[src/rtl/cpu_ctrl_pkg.sv]
// rtl/cpu_ctrl_pkg.sv - opcode, alu_op and state encodings for the multicycle control unit
package cpu_ctrl_pkg;

  localparam logic [6:0] OP_ALU_R  = 7'b0110011;
  localparam logic [6:0] OP_ALU_I  = 7'b0010011;
  localparam logic [6:0] OP_BRANCH = 7'b1100011;
  localparam logic [6:0] OP_JUMP   = 7'b1101111;
  localparam logic [6:0] OP_LOAD   = 7'b0000011;
  localparam logic [6:0] OP_STORE  = 7'b0100011;

  localparam logic [1:0] ALU_OP_ADD    = 2'b00;
  localparam logic [1:0] ALU_OP_BRANCH = 2'b01;
  localparam logic [1:0] ALU_OP_FUNCT  = 2'b10;

  typedef enum logic [2:0] {
    ST_FETCH  = 3'd0,
    ST_DECODE = 3'd1,
    ST_EXEC   = 3'd2,
    ST_MEM    = 3'd3,
    ST_WB     = 3'd4
  } state_t;

  typedef enum logic [2:0] {
    CLS_NONE   = 3'd0,
    CLS_ALU_R  = 3'd1,
    CLS_ALU_I  = 3'd2,
    CLS_BRANCH = 3'd3,
    CLS_JUMP   = 3'd4,
    CLS_LOAD   = 3'd5,
    CLS_STORE  = 3'd6
  } instr_class_t;

endpackage

[src/rtl/multicycle_control_unit_if.sv]
// rtl/multicycle_control_unit_if.sv - control unit to datapath signal bundle; PERF_CNT_EN adds instr_retired
interface multicycle_control_unit_if #(
  parameter int ALU_OP_W = 2
);
  logic [6:0]          opcode;
  logic                branch_flag;
  logic                mem_ready;
  logic                pc_write;
  logic                ir_write;
  logic [ALU_OP_W-1:0] alu_op;
  logic                alu_src;
  logic                mem_read;
  logic                mem_write;
  logic                mem_2_reg;
  logic                reg_write;
  logic                branch;
  logic                jump;
  logic                IF_flush;
  logic [2:0]          state;
  logic                illegal;
  logic                mem_error;
`ifdef PERF_CNT_EN
  logic [31:0]         instr_retired;
`endif

  modport master (
    input  opcode, branch_flag, mem_ready,
    output pc_write, ir_write, alu_op, alu_src, mem_read, mem_write,
           mem_2_reg, reg_write, branch, jump, IF_flush, state, illegal, mem_error
`ifdef PERF_CNT_EN
    , output instr_retired
`endif
  );

  modport slave (
    output opcode, branch_flag, mem_ready,
    input  pc_write, ir_write, alu_op, alu_src, mem_read, mem_write,
           mem_2_reg, reg_write, branch, jump, IF_flush, state, illegal, mem_error
`ifdef PERF_CNT_EN
    , input instr_retired
`endif
  );
endinterface

[src/rtl/opcode_decoder.sv]
// rtl/opcode_decoder.sv - maps a 7-bit opcode to an instruction class and a legal bit
module opcode_decoder
  import cpu_ctrl_pkg::*;
(
  input  logic [6:0]   op,
  output instr_class_t cls,
  output logic         legal
);

  always_comb begin
    cls   = CLS_NONE;
    legal = 1'b1;
    case (op)
      OP_ALU_R:  cls = CLS_ALU_R;
      OP_ALU_I:  cls = CLS_ALU_I;
      OP_BRANCH: cls = CLS_BRANCH;
      OP_JUMP:   cls = CLS_JUMP;
      OP_LOAD:   cls = CLS_LOAD;
      OP_STORE:  cls = CLS_STORE;
      default:   legal = 1'b0;
    endcase
  end

endmodule

[src/rtl/multicycle_control_unit.sv]
// rtl/multicycle_control_unit.sv - FETCH/DECODE/EXEC/MEM/WB control FSM with memory wait timeout
// Optional retired-instruction counter enabled by defining PERF_CNT_EN.
module multicycle_control_unit
  import cpu_ctrl_pkg::*;
#(
  parameter int MEM_TIMEOUT = 15,
  parameter int ALU_OP_W    = 2
) (
  input logic                        clk,
  input logic                        arst_n,
  multicycle_control_unit_if.master  bus
);

  state_t       state_q, state_d;
  logic [6:0]   op_q;
  logic [7:0]   wait_q, wait_d;
  logic         illegal_q, mem_error_q;
  logic         set_illegal, set_mem_error;
  logic         mem_phase, timeout;
  logic [6:0]   dec_op;
  instr_class_t cls;
  logic         legal;

  // DECODE judges the live opcode; later states use the latched copy
  assign dec_op = (state_q == ST_DECODE) ? bus.opcode : op_q;

  opcode_decoder u_dec (
    .op    (dec_op),
    .cls   (cls),
    .legal (legal)
  );

  assign mem_phase = (state_q == ST_FETCH) || (state_q == ST_MEM);
  assign timeout   = mem_phase && !bus.mem_ready && (wait_q == 8'(MEM_TIMEOUT));

  always_ff @(posedge clk) begin
    if (!arst_n) begin
      state_q     <= ST_FETCH;
      op_q        <= '0;
      wait_q      <= '0;
      illegal_q   <= 1'b0;
      mem_error_q <= 1'b0;
    end else begin
      state_q <= state_d;
      wait_q  <= wait_d;
      if (state_q == ST_DECODE) op_q <= bus.opcode;
      if (set_illegal)          illegal_q <= 1'b1;
      if (set_mem_error)        mem_error_q <= 1'b1;
    end
  end

  always_comb begin
    state_d       = state_q;
    set_illegal   = 1'b0;
    set_mem_error = 1'b0;
    case (state_q)
      ST_FETCH: begin
        if (bus.mem_ready) begin
          state_d = ST_DECODE;
        end else if (timeout) begin
          state_d       = ST_FETCH;
          set_mem_error = 1'b1;
        end
      end
      ST_DECODE: begin
        if (legal) begin
          state_d = ST_EXEC;
        end else begin
          state_d     = ST_FETCH;
          set_illegal = 1'b1;
        end
      end
      ST_EXEC: begin
        case (cls)
          CLS_ALU_R, CLS_ALU_I: state_d = ST_WB;
          CLS_LOAD, CLS_STORE:  state_d = ST_MEM;
          default:              state_d = ST_FETCH;
        endcase
      end
      ST_MEM: begin
        if (bus.mem_ready) begin
          state_d = (cls == CLS_LOAD) ? ST_WB : ST_FETCH;
        end else if (timeout) begin
          state_d       = ST_FETCH;
          set_mem_error = 1'b1;
        end
      end
      ST_WB:   state_d = ST_FETCH;
      default: state_d = ST_FETCH;
    endcase
  end

  // Any state entry, including FETCH re-entry after a timeout, restarts the wait count
  always_comb begin
    wait_d = wait_q;
    if ((state_d != state_q) || timeout) begin
      wait_d = '0;
    end else if (mem_phase && !bus.mem_ready) begin
      wait_d = wait_q + 8'd1;
    end
  end

  always_comb begin
    bus.pc_write  = 1'b0;
    bus.ir_write  = 1'b0;
    bus.alu_op    = '0;
    bus.alu_src   = 1'b0;
    bus.mem_read  = 1'b0;
    bus.mem_write = 1'b0;
    bus.mem_2_reg = 1'b0;
    bus.reg_write = 1'b0;
    bus.branch    = 1'b0;
    bus.jump      = 1'b0;
    bus.IF_flush  = 1'b0;
    if (arst_n) begin
      case (state_q)
        ST_FETCH: begin
          bus.mem_read = 1'b1;
          bus.ir_write = bus.mem_ready;
          bus.pc_write = bus.mem_ready;
        end
        ST_EXEC: begin
          bus.alu_src = (cls == CLS_ALU_I) || (cls == CLS_LOAD) || (cls == CLS_STORE);
          case (cls)
            CLS_ALU_R:  bus.alu_op = ALU_OP_W'(ALU_OP_FUNCT);
            CLS_BRANCH: bus.alu_op = ALU_OP_W'(ALU_OP_BRANCH);
            default:    bus.alu_op = ALU_OP_W'(ALU_OP_ADD);
          endcase
          if (cls == CLS_BRANCH) begin
            bus.branch   = bus.branch_flag;
            bus.pc_write = bus.branch_flag;
            bus.IF_flush = bus.branch_flag;
          end
          if (cls == CLS_JUMP) begin
            bus.jump     = 1'b1;
            bus.pc_write = 1'b1;
            bus.IF_flush = 1'b1;
          end
        end
        ST_MEM: begin
          bus.mem_read  = (cls == CLS_LOAD);
          bus.mem_write = (cls == CLS_STORE);
        end
        ST_WB: begin
          bus.reg_write = 1'b1;
          bus.mem_2_reg = (cls == CLS_LOAD);
        end
        default: ;
      endcase
    end
  end

  assign bus.state     = state_q;
  assign bus.illegal   = illegal_q;
  assign bus.mem_error = mem_error_q;

`ifdef PERF_CNT_EN
  logic [31:0] retired_q;
  logic        retire;

  // Completed instructions only; illegal and timeout aborts fall through uncounted
  assign retire = (state_d == ST_FETCH) && !timeout &&
                  ((state_q == ST_EXEC) || (state_q == ST_MEM) || (state_q == ST_WB));

  always_ff @(posedge clk) begin
    if (!arst_n)     retired_q <= '0;
    else if (retire) retired_q <= retired_q + 32'd1;
  end

  assign bus.instr_retired = retired_q;
`endif

endmodule

[src/flat_wrapper.sv]
// flat-port wrapper written by rule: the top's interface ports become plain ports
module multicycle_control_unit_flat import cpu_ctrl_pkg::*;
#(
  parameter int MEM_TIMEOUT = 15,
  parameter int ALU_OP_W    = 2
)
  (clk, arst_n, bus_opcode, bus_branch_flag, bus_mem_ready, bus_pc_write, bus_ir_write, bus_alu_op, bus_alu_src, bus_mem_read, bus_mem_write, bus_mem_2_reg, bus_reg_write, bus_branch, bus_jump, bus_IF_flush, bus_state, bus_illegal, bus_mem_error);
  multicycle_control_unit_if #(.ALU_OP_W(ALU_OP_W)) bus_i ();
  input logic clk;
  input logic arst_n;
  input wire logic [$bits(bus_i.opcode)-1:0] bus_opcode;
  input wire logic [$bits(bus_i.branch_flag)-1:0] bus_branch_flag;
  input wire logic [$bits(bus_i.mem_ready)-1:0] bus_mem_ready;
  output wire logic [$bits(bus_i.pc_write)-1:0] bus_pc_write;
  output wire logic [$bits(bus_i.ir_write)-1:0] bus_ir_write;
  output wire logic [$bits(bus_i.alu_op)-1:0] bus_alu_op;
  output wire logic [$bits(bus_i.alu_src)-1:0] bus_alu_src;
  output wire logic [$bits(bus_i.mem_read)-1:0] bus_mem_read;
  output wire logic [$bits(bus_i.mem_write)-1:0] bus_mem_write;
  output wire logic [$bits(bus_i.mem_2_reg)-1:0] bus_mem_2_reg;
  output wire logic [$bits(bus_i.reg_write)-1:0] bus_reg_write;
  output wire logic [$bits(bus_i.branch)-1:0] bus_branch;
  output wire logic [$bits(bus_i.jump)-1:0] bus_jump;
  output wire logic [$bits(bus_i.IF_flush)-1:0] bus_IF_flush;
  output wire logic [$bits(bus_i.state)-1:0] bus_state;
  output wire logic [$bits(bus_i.illegal)-1:0] bus_illegal;
  output wire logic [$bits(bus_i.mem_error)-1:0] bus_mem_error;
  assign bus_i.opcode = bus_opcode;
  assign bus_i.branch_flag = bus_branch_flag;
  assign bus_i.mem_ready = bus_mem_ready;
  assign bus_pc_write = bus_i.pc_write;
  assign bus_ir_write = bus_i.ir_write;
  assign bus_alu_op = bus_i.alu_op;
  assign bus_alu_src = bus_i.alu_src;
  assign bus_mem_read = bus_i.mem_read;
  assign bus_mem_write = bus_i.mem_write;
  assign bus_mem_2_reg = bus_i.mem_2_reg;
  assign bus_reg_write = bus_i.reg_write;
  assign bus_branch = bus_i.branch;
  assign bus_jump = bus_i.jump;
  assign bus_IF_flush = bus_i.IF_flush;
  assign bus_state = bus_i.state;
  assign bus_illegal = bus_i.illegal;
  assign bus_mem_error = bus_i.mem_error;
  multicycle_control_unit #(.MEM_TIMEOUT(MEM_TIMEOUT), .ALU_OP_W(ALU_OP_W)) u_core (.clk(clk), .arst_n(arst_n), .bus(bus_i));
endmodule
[config.mk]
export PLATFORM = sky130hd
export DESIGN_NAME = multicycle_control_unit_flat
export DESIGN_NICKNAME = d
export VERILOG_FILES = /design/src/rtl/cpu_ctrl_pkg.sv /design/src/rtl/multicycle_control_unit_if.sv /design/src/rtl/opcode_decoder.sv /design/src/rtl/multicycle_control_unit.sv /design/src/flat_wrapper.sv
export SDC_FILE = /design/constraint.sdc
export NUM_CORES = 1
export LEC_CHECK = 0
export ABC_AREA = 0
export CORE_MARGIN = 4
export CORE_UTILIZATION = 46
export CTS_CLUSTER_DIAMETER = 40
export DETAILED_ROUTE_END_ITERATION = 12
export PLACE_DENSITY = 0.81
export SYNTH_ARGS = -nofsm -noshare
export SYNTH_HDL_FRONTEND = slang
export SYNTH_SLANG_ARGS = --single-unit
[constraint.sdc]
create_clock -name clk -period 2.7 [get_ports clk]
set_input_delay 0.405 -clock clk [delete_from_list [all_inputs] [get_ports clk]]
set_output_delay 0.405 -clock clk [all_outputs]
set_load 0.05 [all_outputs]
==> flow_metrics.py <==
metrics = {
    "status": {
        "outcome": "complete, but fails checks",
        "failed_checks": "negative setup slack",
    },
    "sta": {
        "fmax_mhz": 333,
        "final-setup-viol-count": 11,
        "finalClockSkew_ps": 10.3,
        "fin_crit_sh_pct": 111,
        "rsz0062_at_grt": "yes",
        "maxSlewHeadroom_pct": 66.9,
        "tightestPinTransition_ps": 495,
        "post-route-min-period_ps": 3010,
        "final-max-slew-violation-count": 0,
        "hold_viol_final": 0,
        "final.setup.worst_slack_ps": -305,
    },
    "yosys": {
        "ys_async_sr_fraction_pct": 0,
        "syn_inst": 177,
        "synth_edf_count": 0,
        "yosysSeqAreaShare_pct": 29.8,
        "syn-cell-area_um2": 1350,
        "yosys.area.top_type": "dfxtp_1",
        "synth.area.top_cells": "dfxtp_1, nand2_1, nor2_1",
        "ys_warn_count": 0,
        "synth_ff_type": "dfxtp_1",
        "ys_ff_latch": 20,
        "synth_top_area_share_pct": 29.8,
        "syn_nets": 193,
        "ys_types": 41,
        "syn_area_per_cell_um2": 7.60,
    },
    "layout": {
        "fin_area_um2": 2160,
        "layout_commonest_cell": "buf_4",
        "drive_above_1_share_pct": 32.5,
        "diodes": 0,
        "finalNetCount": 248,
        "final_util_pct": 77.6,
        "final_cells": 262,
        "most-common-layout-cells": "buf_4, nand2_1, nor2_1",
        "area_delta_synth_final_pct": 60.4,
        "nFillCells": 192,
        "seqCellArea_um2": 409,
        "multi_input_area_um2": 1060,
    },
    "placement": {
        "port_buffers": 27,
        "dpl_cell_area_um2": 1890,
        "place.gp.congestion": 0.891,
        "post-place-cells": 246,
        "hpwl_mm": 2.77,
    },
    "setup_path": {
        "critPathSlowestCell": "dfxtp_4",
        "required_ps": 2300,
        "path_max_fanout": 3,
        "cp_cell_sequence": "nor3b_4 > mux2i_2 > buf_4 > nand3_2 > o21ai_2 > o21a_1 > ha_2 > and3_4 > o21ai_4 > o211ai_1 > clkbuf_16",
        "cp_num_buf_inv": 2,
        "critPathLaunch": "u_core.bus.state[2]",
        "rr_startpoint": "u_core.bus.state[2]",
        "crit_path_end_kind": "output port",
        "cpPeakStageDelay_ps": 380,
        "crit_type": "flip-flop to output port",
        "start_kind": "flip-flop",
        "critPathTopFamily": "simple AND/OR/NAND/NOR gates",
        "arrival_ps": 2600,
    },
    "power_and_ir_drop": {
        "clkPwrFrac_pct": 24.7,
        "p_leak_nw": 0.821,
        "seqPwrFrac_pct": 49.8,
        "p_sw_share_pct": 30.8,
        "peakVddDrop_mv": 0.392,
        "p_switching_mw": 0.192,
        "p_int_mw": 0.431,
        "power_density_nw_per_um2": 289,
        "power_mw": 0.623,
        "p_comb_share_pct": 25.4,
    },
    "detailed_routing": {
        "drt_iter0_drc": 88,
        "postRouteAntennaNets": 0,
        "drt-wirelength-per-cell_um": 16.7,
        "via_per_inst": 5.98,
        "drc": 0,
        "vias": 1567,
        "routed_wl_mm": 4.39,
        "dr.pass1.iters": 4,
    },
    "global_route": {
        "use_met2_pct": 46.0,
        "grt_pass1_wl_mm": 6.78,
        "grt_pass1_vias": 1555,
        "track_usage_pct": 23.9,
        "grt_max_degree": 13,
        "met3_usage_pct": 4.96,
        "busiest_layer": "met2",
        "antenna_found_initial": 0,
        "use_met1_pct": 24.7,
        "grt.overflow.total": 0,
    },
    "floorplan": {
        "start_util_pct": 48.4,
        "die_x_um": 62.1,
        "core_area_um2": 2780,
        "die_area_um2": 3850,
        "rows": 19,
        "die_y_um": 62.1,
        "ios": 28,
    },
    "clock_network": {
        "cts_tree": "done",
        "cts-root-buf": "clkbuf_4",
        "clock_latency_ps": 320,
        "numClockSinks": 20,
        "cts_buffer_depth": 2,
        "h-tree-depth": 1,
        "cts_made_buffers": 3,
        "clkSlewWorstSetupHoldPaths_ps": 120,
        "ctsHoldBuffers": 0,
    },
    "flow_run": {
        "maxCapViolCount": 0,
    },
    "min_path": {
        "hold_class": "flip-flop to flip-flop",
        "hold_start": "u_core.bus.mem_error",
    },
}
## cells in the mapped netlist (3+ instances only)
library cell,number
xnor2_1,5
and2_1,4
dfxtp_1,20
a21oi_1,7
nor4_1,4
clkbuf_1,6
and3_1,6
nor2_1,22
nand3_1,6
a31oi_1,3
xor2_1,4
inv_1,4
o21ai_0,9
ha_1,5
nand4_1,3
nand2_1,29
a21boi_0,6
nand2b_1,4
## path summary, 6_finish.rpt
path | slack (ps) | endpoint | cells after the start
hold reg to reg | 470 | u_core.bus.mem_error | 2
setup / recovery | -310 | bus_pc_write | 11
hold / removal | 470 | u_core.bus.mem_error | 2
setup reg to reg | -220 | u_core.bus.state[2] | 12
## flip-flops by register name (all words and copies together) (netlist names)
register and flops:
u_core.wait_q 8, u_core.op_q 7, u_core.bus.state 3, u_core.bus.illegal 1, u_core.bus.mem_error 1
## worst reg2reg max path, cell delays in order (launching register included)
cell and delay [ps]:
dfxtp_4 380, nor3b_4 320, mux2i_2 300, xnor2_1 160, o21ai_2 80, o21a_1 200
buf_4 140, buf_6 110, ha_4 190, or4_4 520, a31oi_1 140, o21ai_1 110
a21oi_1 190
## area by class of cell
| cell class | count | area share [%] |
|---|---|---|
| multi-input combinational | 146 | 49.3 |
| timing repair buffer | 57 | 27.9 |
| sequential | 20 | 19.0 |
| tap | 31 | 1.80 |
| clock buffer | 3 | 1.04 |
| inverter | 4 | 0.812 |
| clock inverter | 1 | 0.174 |
## power by group through the flow
stage               Sequential (mW)  Clock [mW]  Combinational [mW]
floorplan                     0.322           0              0.0683
global placement              0.315           0               0.129
detailed placement            0.315           0               0.133
CTS                           0.309       0.156               0.150
global route                  0.312       0.168               0.168
finish                        0.310       0.154               0.158
## per-layer routing
layer | wire length (um) | up-vias
met2 | 2460 | 54
li1 | - | 746
met1 | 1600 | 750
met5 | 0 | -
met4 | 131 | 0
met3 | 198 | 17
## through the flow
step	setup TNS [ps]	setup slack, ps	hold WS [ps]
3_5_place_dp	-1820	-317	453
5_1_grt	-3380	-395	496
4_1_cts	-1630	-281	475
6_report	-2350	-305	472
2_1_floorplan	-1320	-429	452
3_3_place_gp	-1050	-210	444
## cells by family (layout without fill, tap and decap cells)
| group | Yosys count | after routing | synth area share, % |
|---|---|---|---|
| AND/OR/NAND/NOR | 92 | 92 | 35.2 |
| adder cells (fa/ha/maj) | 5 | 5 | 4.65 |
| XOR/XNOR | 9 | 9 | 5.86 |
| flip-flops | 20 | 20 | 29.8 |
| AO/OA/AOI/OAI | 36 | 36 | 17.8 |
| multiplexers | 4 | 4 | 3.16 |
| buffers and inverters | 11 | 65 | 3.63 |
## repair_timing
| action | CTS | global route |
|---|---|---|
| setup buffers | 11 | 2 |
| gates cloned | 0 | 0 |
| resized for setup | 17 | 13 |
| pin swaps | 10 | 11 |
| endpoints found under the setup margin | 11 | 11 |
| endpoints found under the hold margin | 0 | 0 |
Power figures use the tool's default switching activity.
